## src/rtl/wb_pkg.sv

```systemverilog
// wb_pkg: shared widths and the result record used by the writeback unit.
package wb_pkg;
    localparam int XLEN = 32;
    localparam int REG_ADDR_W = 5;
    localparam int NUM_REGS = 32;
    typedef struct packed {
        logic [REG_ADDR_W-1:0] rd;
        logic [XLEN-1:0] data;
    } wb_result_t;
endpackage

```

## src/rtl/wb_fifo.sv

```systemverilog
// wb_fifo: synchronous FIFO of load results with occupancy count.
module wb_fifo
    import wb_pkg::*;
#(
    parameter int DEPTH = 4
) (
    input  logic                     clock,
    input  logic                     reset_n,
    input  logic                     push,
    input  logic                     pop,
    input  wb_result_t               din,
    output wb_result_t               dout,
    output logic                     full,
    output logic [$clog2(DEPTH):0]   count
);
    localparam int AW = $clog2(DEPTH);
    wb_result_t mem [DEPTH];
    logic [AW:0] wr_ptr, rd_ptr;
    // Pointers carry one wrap bit so full and empty are distinguishable.
    assign count = wr_ptr - rd_ptr;
    assign full = count == (AW+1)'(DEPTH);
    assign dout = mem[rd_ptr[AW-1:0]];
    always_ff @(posedge clock)
        if (push) mem[wr_ptr[AW-1:0]] <= din;
    always_ff @(posedge clock or negedge reset_n) begin
        if (!reset_n) begin
            wr_ptr <= '0;
            rd_ptr <= '0;
        end else begin
            if (push) wr_ptr <= wr_ptr + 1'b1;
            if (pop) rd_ptr <= rd_ptr + 1'b1;
        end
    end
endmodule

```

## src/rtl/writeback_unit.sv

```systemverilog
// writeback_unit: merges ALU and buffered load results into one registered regfile write port
// and tracks pending destinations. Define WB_BYPASS_EN to add same-cycle forwarding outputs.
module writeback_unit
    import wb_pkg::*;
#(
    parameter int LSU_FIFO_DEPTH = 4,
    parameter int LSU_STARVE_MAX = 3
) (
    input  logic                  clock,
    input  logic                  reset_n,
    input  logic                  issue_valid,
    input  logic [REG_ADDR_W-1:0] issue_rd,
    input  logic                  alu_valid,
    input  logic [REG_ADDR_W-1:0] alu_rd,
    input  logic [XLEN-1:0]       alu_data,
    output logic                  alu_stall,
    input  logic                  lsu_valid,
    output logic                  lsu_ready,
    input  logic [REG_ADDR_W-1:0] lsu_rd,
    input  logic [XLEN-1:0]       lsu_data,
    input  logic [REG_ADDR_W-1:0] rs1_addr,
    input  logic [REG_ADDR_W-1:0] rs2_addr,
    output logic                  rs1_busy,
    output logic                  rs2_busy,
    output logic                  w_en,
    output logic [REG_ADDR_W-1:0] rd_addr,
    output logic [XLEN-1:0]       w_data,
    output logic                  err_waw
`ifdef WB_BYPASS_EN
   ,output logic [XLEN-1:0]       rs1_fwd_data,
    output logic [XLEN-1:0]       rs2_fwd_data
`endif
);
    localparam int CW = $clog2(LSU_STARVE_MAX + 1);
    wb_result_t head, sel;
    logic full, has_head, alu_win, pop, push, lose, sel_valid;
    logic [$clog2(LSU_FIFO_DEPTH):0] count;
    logic [CW-1:0] cnt, cnt_n;
    logic [NUM_REGS-1:0] sb, sb_set, sb_clr;

    wb_fifo #(.DEPTH(LSU_FIFO_DEPTH)) u_fifo (
        .clock(clock), .reset_n(reset_n), .push(push), .pop(pop),
        .din('{rd: lsu_rd, data: lsu_data}), .dout(head), .full(full), .count(count)
    );

    assign lsu_ready = !full;
    assign push = lsu_valid && !full;
    assign has_head = count != '0;
    assign alu_win = alu_valid && !alu_stall;
    assign pop = has_head && !alu_win;
    assign lose = has_head && alu_win;
    assign sel_valid = alu_win || pop;

    always_comb begin
        sel = alu_win ? '{rd: alu_rd, data: alu_data} : head;
        cnt_n = pop ? '0 : lose ? cnt + 1'b1 : cnt;
        sb_set = (issue_valid && issue_rd != '0) ? NUM_REGS'(1) << issue_rd : '0;
        sb_clr = w_en ? NUM_REGS'(1) << rd_addr : '0;
    end

    always_ff @(posedge clock or negedge reset_n) begin
        if (!reset_n) begin
            w_en <= 1'b0;
            rd_addr <= '0;
            w_data <= '0;
            alu_stall <= 1'b0;
            cnt <= '0;
            sb <= '0;
            err_waw <= 1'b0;
        end else begin
            w_en <= sel_valid && sel.rd != '0;
            if (sel_valid) begin
                rd_addr <= sel.rd;
                w_data <= sel.data;
            end
            cnt <= cnt_n;
            // A stalled cycle always pops, so the stall lasts exactly one cycle.
            alu_stall <= cnt_n == CW'(LSU_STARVE_MAX);
            sb <= (sb & ~sb_clr) | sb_set;
            if (issue_valid && issue_rd != '0 && sb[issue_rd]) err_waw <= 1'b1;
        end
    end

`ifdef WB_BYPASS_EN
    logic fwd1, fwd2;
    always_comb begin
        fwd1 = w_en && rd_addr == rs1_addr;
        fwd2 = w_en && rd_addr == rs2_addr;
        rs1_busy = sb[rs1_addr] && !fwd1;
        rs2_busy = sb[rs2_addr] && !fwd2;
        rs1_fwd_data = fwd1 ? w_data : '0;
        rs2_fwd_data = fwd2 ? w_data : '0;
    end
`else
    assign rs1_busy = sb[rs1_addr];
    assign rs2_busy = sb[rs2_addr];
`endif
endmodule
```

## config.mk

```make
export PLATFORM = sky130hd
export DESIGN_NAME = writeback_unit
export DESIGN_NICKNAME = d
export VERILOG_FILES = /design/src/rtl/wb_pkg.sv /design/src/rtl/wb_fifo.sv /design/src/rtl/writeback_unit.sv
export SDC_FILE = /design/constraint.sdc
export NUM_CORES = 1
export LEC_CHECK = 0
export CAP_MARGIN = 40
export CORE_MARGIN = 1
export CORE_UTILIZATION = 46
export CTS_CLUSTER_DIAMETER = 60
export DETAILED_ROUTE_END_ITERATION = 8
export PLACE_DENSITY = 0.84
export SYNTH_ARGS = -nofsm -noshare
export SYNTH_HDL_FRONTEND = slang
export SYNTH_SLANG_ARGS = --single-unit
```

## constraint.sdc

```tcl
create_clock -name clock -period 3.6 [get_ports clock]
set_clock_uncertainty 0.1 [all_clocks]
set_input_delay 0.54 -clock clock [delete_from_list [all_inputs] [get_ports clock]]
set_output_delay 0.54 -clock clock [all_outputs]
set_load 0.01 [all_outputs]
```

==> impl_metrics.env <==
export IMPL_status="completed"
export IMPL_power_density_nw_per_um2=885
export IMPL_period_minus_slack_ps=3560
export IMPL_period_share_pct=98.9
export IMPL_cts_htree_levels=1
export IMPL_drtIter0Drc=611
export IMPL_wl_per_cell_um=21.4
export IMPL_area_growth_pct=26.0
export IMPL_start_util_pct=47.0
export IMPL_cp_required_ps=2960
export IMPL_fillCellCount=1579
export IMPL_hold_violations=0
export IMPL_vdd_drop_max_uv=893
export IMPL_worst_pin_slew_ps=770
export IMPL_synth_cell_types=41
export IMPL_finish_net_count=882
export IMPL_via_per_inst=6.03
export IMPL_final_cell_mix="148 x edfxtp_1, 134 x clkdlybuf4s50_1, 90 x o21ai_0"
export IMPL_clk_insertion_delay_late_ps=500
export IMPL_hpwl_um=14900
export IMPL_max_freq_mhz=281
export IMPL_grt_pass1_wl_um=36900
export IMPL_final_common_cell="edfxtp_1"
export IMPL_worstHoldPathType="primary input to async pin"
export IMPL_die_w_um=148
export IMPL_fp_dieArea_um2=22000
export IMPL_grt_max_degree=60
export IMPL_crit_fanout=8
export IMPL_drtPass1Iterations=5
export IMPL_ys_seq_area_share_pct=65.3
export IMPL_ys_ff_latch=228
export IMPL_drcViolationCount=0
export IMPL_clk_pin_slew_ps=60
export IMPL_detail_route_antenna_nets=0
export IMPL_layout_drive_gt1_share_pct=18.1
export IMPL_num_antenna_cells=0
export IMPL_placementRows=53
export IMPL_grt_pass1_vias=6662
export IMPL_synth_nets=746
export IMPL_totalPowerFinal_mw=11.0
export IMPL_cts_buffers=24
export IMPL_relSlewSlack_pct=48.6
export IMPL_grt_setup_unrepaired="no"
export IMPL_die_h_um=148
export IMPL_grt_overflow_total=0
export IMPL_core_area_um2=21000
export IMPL_yosysWarnings=0
export IMPL_syn_avg_cell_area_um2=15.3
export IMPL_fin_setup_tns_ps=0
export IMPL_maxCapViolCount=0
export IMPL_root_buffer="clkbuf_16"
export IMPL_endpoint_kind="output pin"
export IMPL_placement_io_buffers=136
export IMPL_crit_arrival_ps=2920
export IMPL_grt_usage_pct=21.8
export IMPL_seqCellArea_um2=6450
export IMPL_synthCells=645
export IMPL_antenna_found_initial=1
export IMPL_maxSlewViolCount=0
export IMPL_worstSetupPathType="primary input to output pin"
export IMPL_clock_sinks=228
export IMPL_p_leak_nw=4.29
export IMPL_startpoint_type="primary input"
export IMPL_routed_wl_um=23000
export IMPL_gp_congestion=0.903
export IMPL_dr_total_vias=6474
export IMPL_cts_tree="done"
export IMPL_setup_violations=0
export IMPL_multi_input_area_um2=3260
export IMPL_ios=137
export IMPL_clk_path_buf_depth=3
export IMPL_syn_cell_area_um2=9870
==> layer usage <==
metal	track usage (%)	share of wire, %	vias to the layer above
met2	35.4	50	309
met3	4.42	8.0	44
met1	30.0	40	3293
met5	0	0.057	-
met4	6.44	2.2	2
li1	-	-	2826
==> where the power goes <==
part           internal, mW  total [mW]  switching, mW
logic                  1.96        4.33           2.38
registers              3.69        4.28          0.584
clock network          1.38        2.39           1.01
total                  7.03        11.0           3.98
==> cell type report <==
type	count	share of cell area, %
sequential	228	51.8
tap	275	2.77
inverter	5	0.151
multi-input combinational	369	26.2
timing repair buffer	153	12.8
clock inverter	16	1.06
clock buffer	28	5.20
==> metrics by stage <==
| step | hold slack, ps | cell area [um^2] | utilization [%] | worst slack [ps] | cells |
|---|---|---|---|---|---|
| after floorplan | 144 | 9870 | - | 5.31 | 645 |
| after global placement | 353 | 11600 | 55.3 | 46.3 | 1028 |
| after detailed placement | 297 | 11600 | 55.4 | 21.7 | 1029 |
| after CTS | 310 | 12400 | 59.2 | 18.7 | 1074 |
| after global routing | 336 | 12400 | 59.2 | 7.73 | 1074 |
| final | 324 | 12400 | 59.2 | 39.4 | 1074 |
==> worst paths after layout <==
| path | startpoint | to | slack (ps) | depth (start not counted) |
|---|---|---|---|---|
| worst max-delay path | rs2_addr[0] | rs2_busy | 40 | 6 |
| worst min-delay path | reset_n | sb[0] | 320 | 2 |
| worst max register to register | u_fifo.wr_ptr[0] | u_fifo.mem[1][28] | 670 | 7 |
| worst min register to register | cnt[1] | cnt[1] | 400 | 1 |
| max in group asynchronous | reset_n | w_data[15] | 2350 | 4 |
| min in group clock | cnt[1] | cnt[1] | 400 | 1 |
==> cell usage after synthesis (all sizes together) <==
cell	n	area share, %
nand3	40	2.0
inv	5	0.19
mux2	17	1.9
a311oi	1	0.089
and2	4	0.25
nand2	18	0.68
o22ai	1	0.063
or3	2	0.13
clkbuf	34	1.3
o41ai	1	0.089
a31oi	33	2.1
o21ai	90	4.6
xnor2	6	0.61
or2	1	0.063
nand4b	1	0.089
o31ai	5	0.38
a21boi	2	0.15
a211o	1	0.089
nand4	2	0.13
nor3	2	0.15
xor2	1	0.089
nand3b	1	0.076
o31a	2	0.18
dfrtp	80	20
mux2i	2	0.20
a211oi	1	0.076
buf	9	0.49
ha	7	0.89
nor2	37	1.4
nor4	2	0.13
o221ai	1	0.089
nor2b	8	0.51
edfxtp	148	45
o211ai	4	0.30
nand2b	12	0.76
a21oi	1	0.051
mux4	63	14
==> cells by family after synthesis <==
group                      synth area share, %
and+or+nand+nor                           6.40
adders and majority gates                0.887
DFF                                       65.3
muxes                                     16.5
AOI/OAI and AO/OA                         8.21
xor gates and xnor gates                 0.697
buffers and inverters                     1.98
==> critical path, cell delays in order <==
cell and delay (ps):
clkdlybuf4s50_1 510, buf_12 140, mux4_2 500, mux4_2 480, mux2_2 270, clkdlybuf4s50_1 470
==> sequential cells by signal, summed over array words and instances (netlist names) <==
| name | count |
|---|---|
| u_fifo.rd_ptr | 3 |
| alu_stall | 1 |
| sb | 32 |
| w_data | 32 |
| w_en | 1 |
| u_fifo.wr_ptr | 3 |
| cnt | 2 |
| err_waw | 1 |
| rd_addr | 5 |
| u_fifo.mem | 148 |
==> repair_timing <==
item,CTS,global route
buffers inserted,0,0
endpoints found under the setup margin,0,1
endpoints found under the hold margin,10,0
hold buffers,1,0
resized for setup,0,1
No activity file was read; power rests on OpenSTA's default activity.
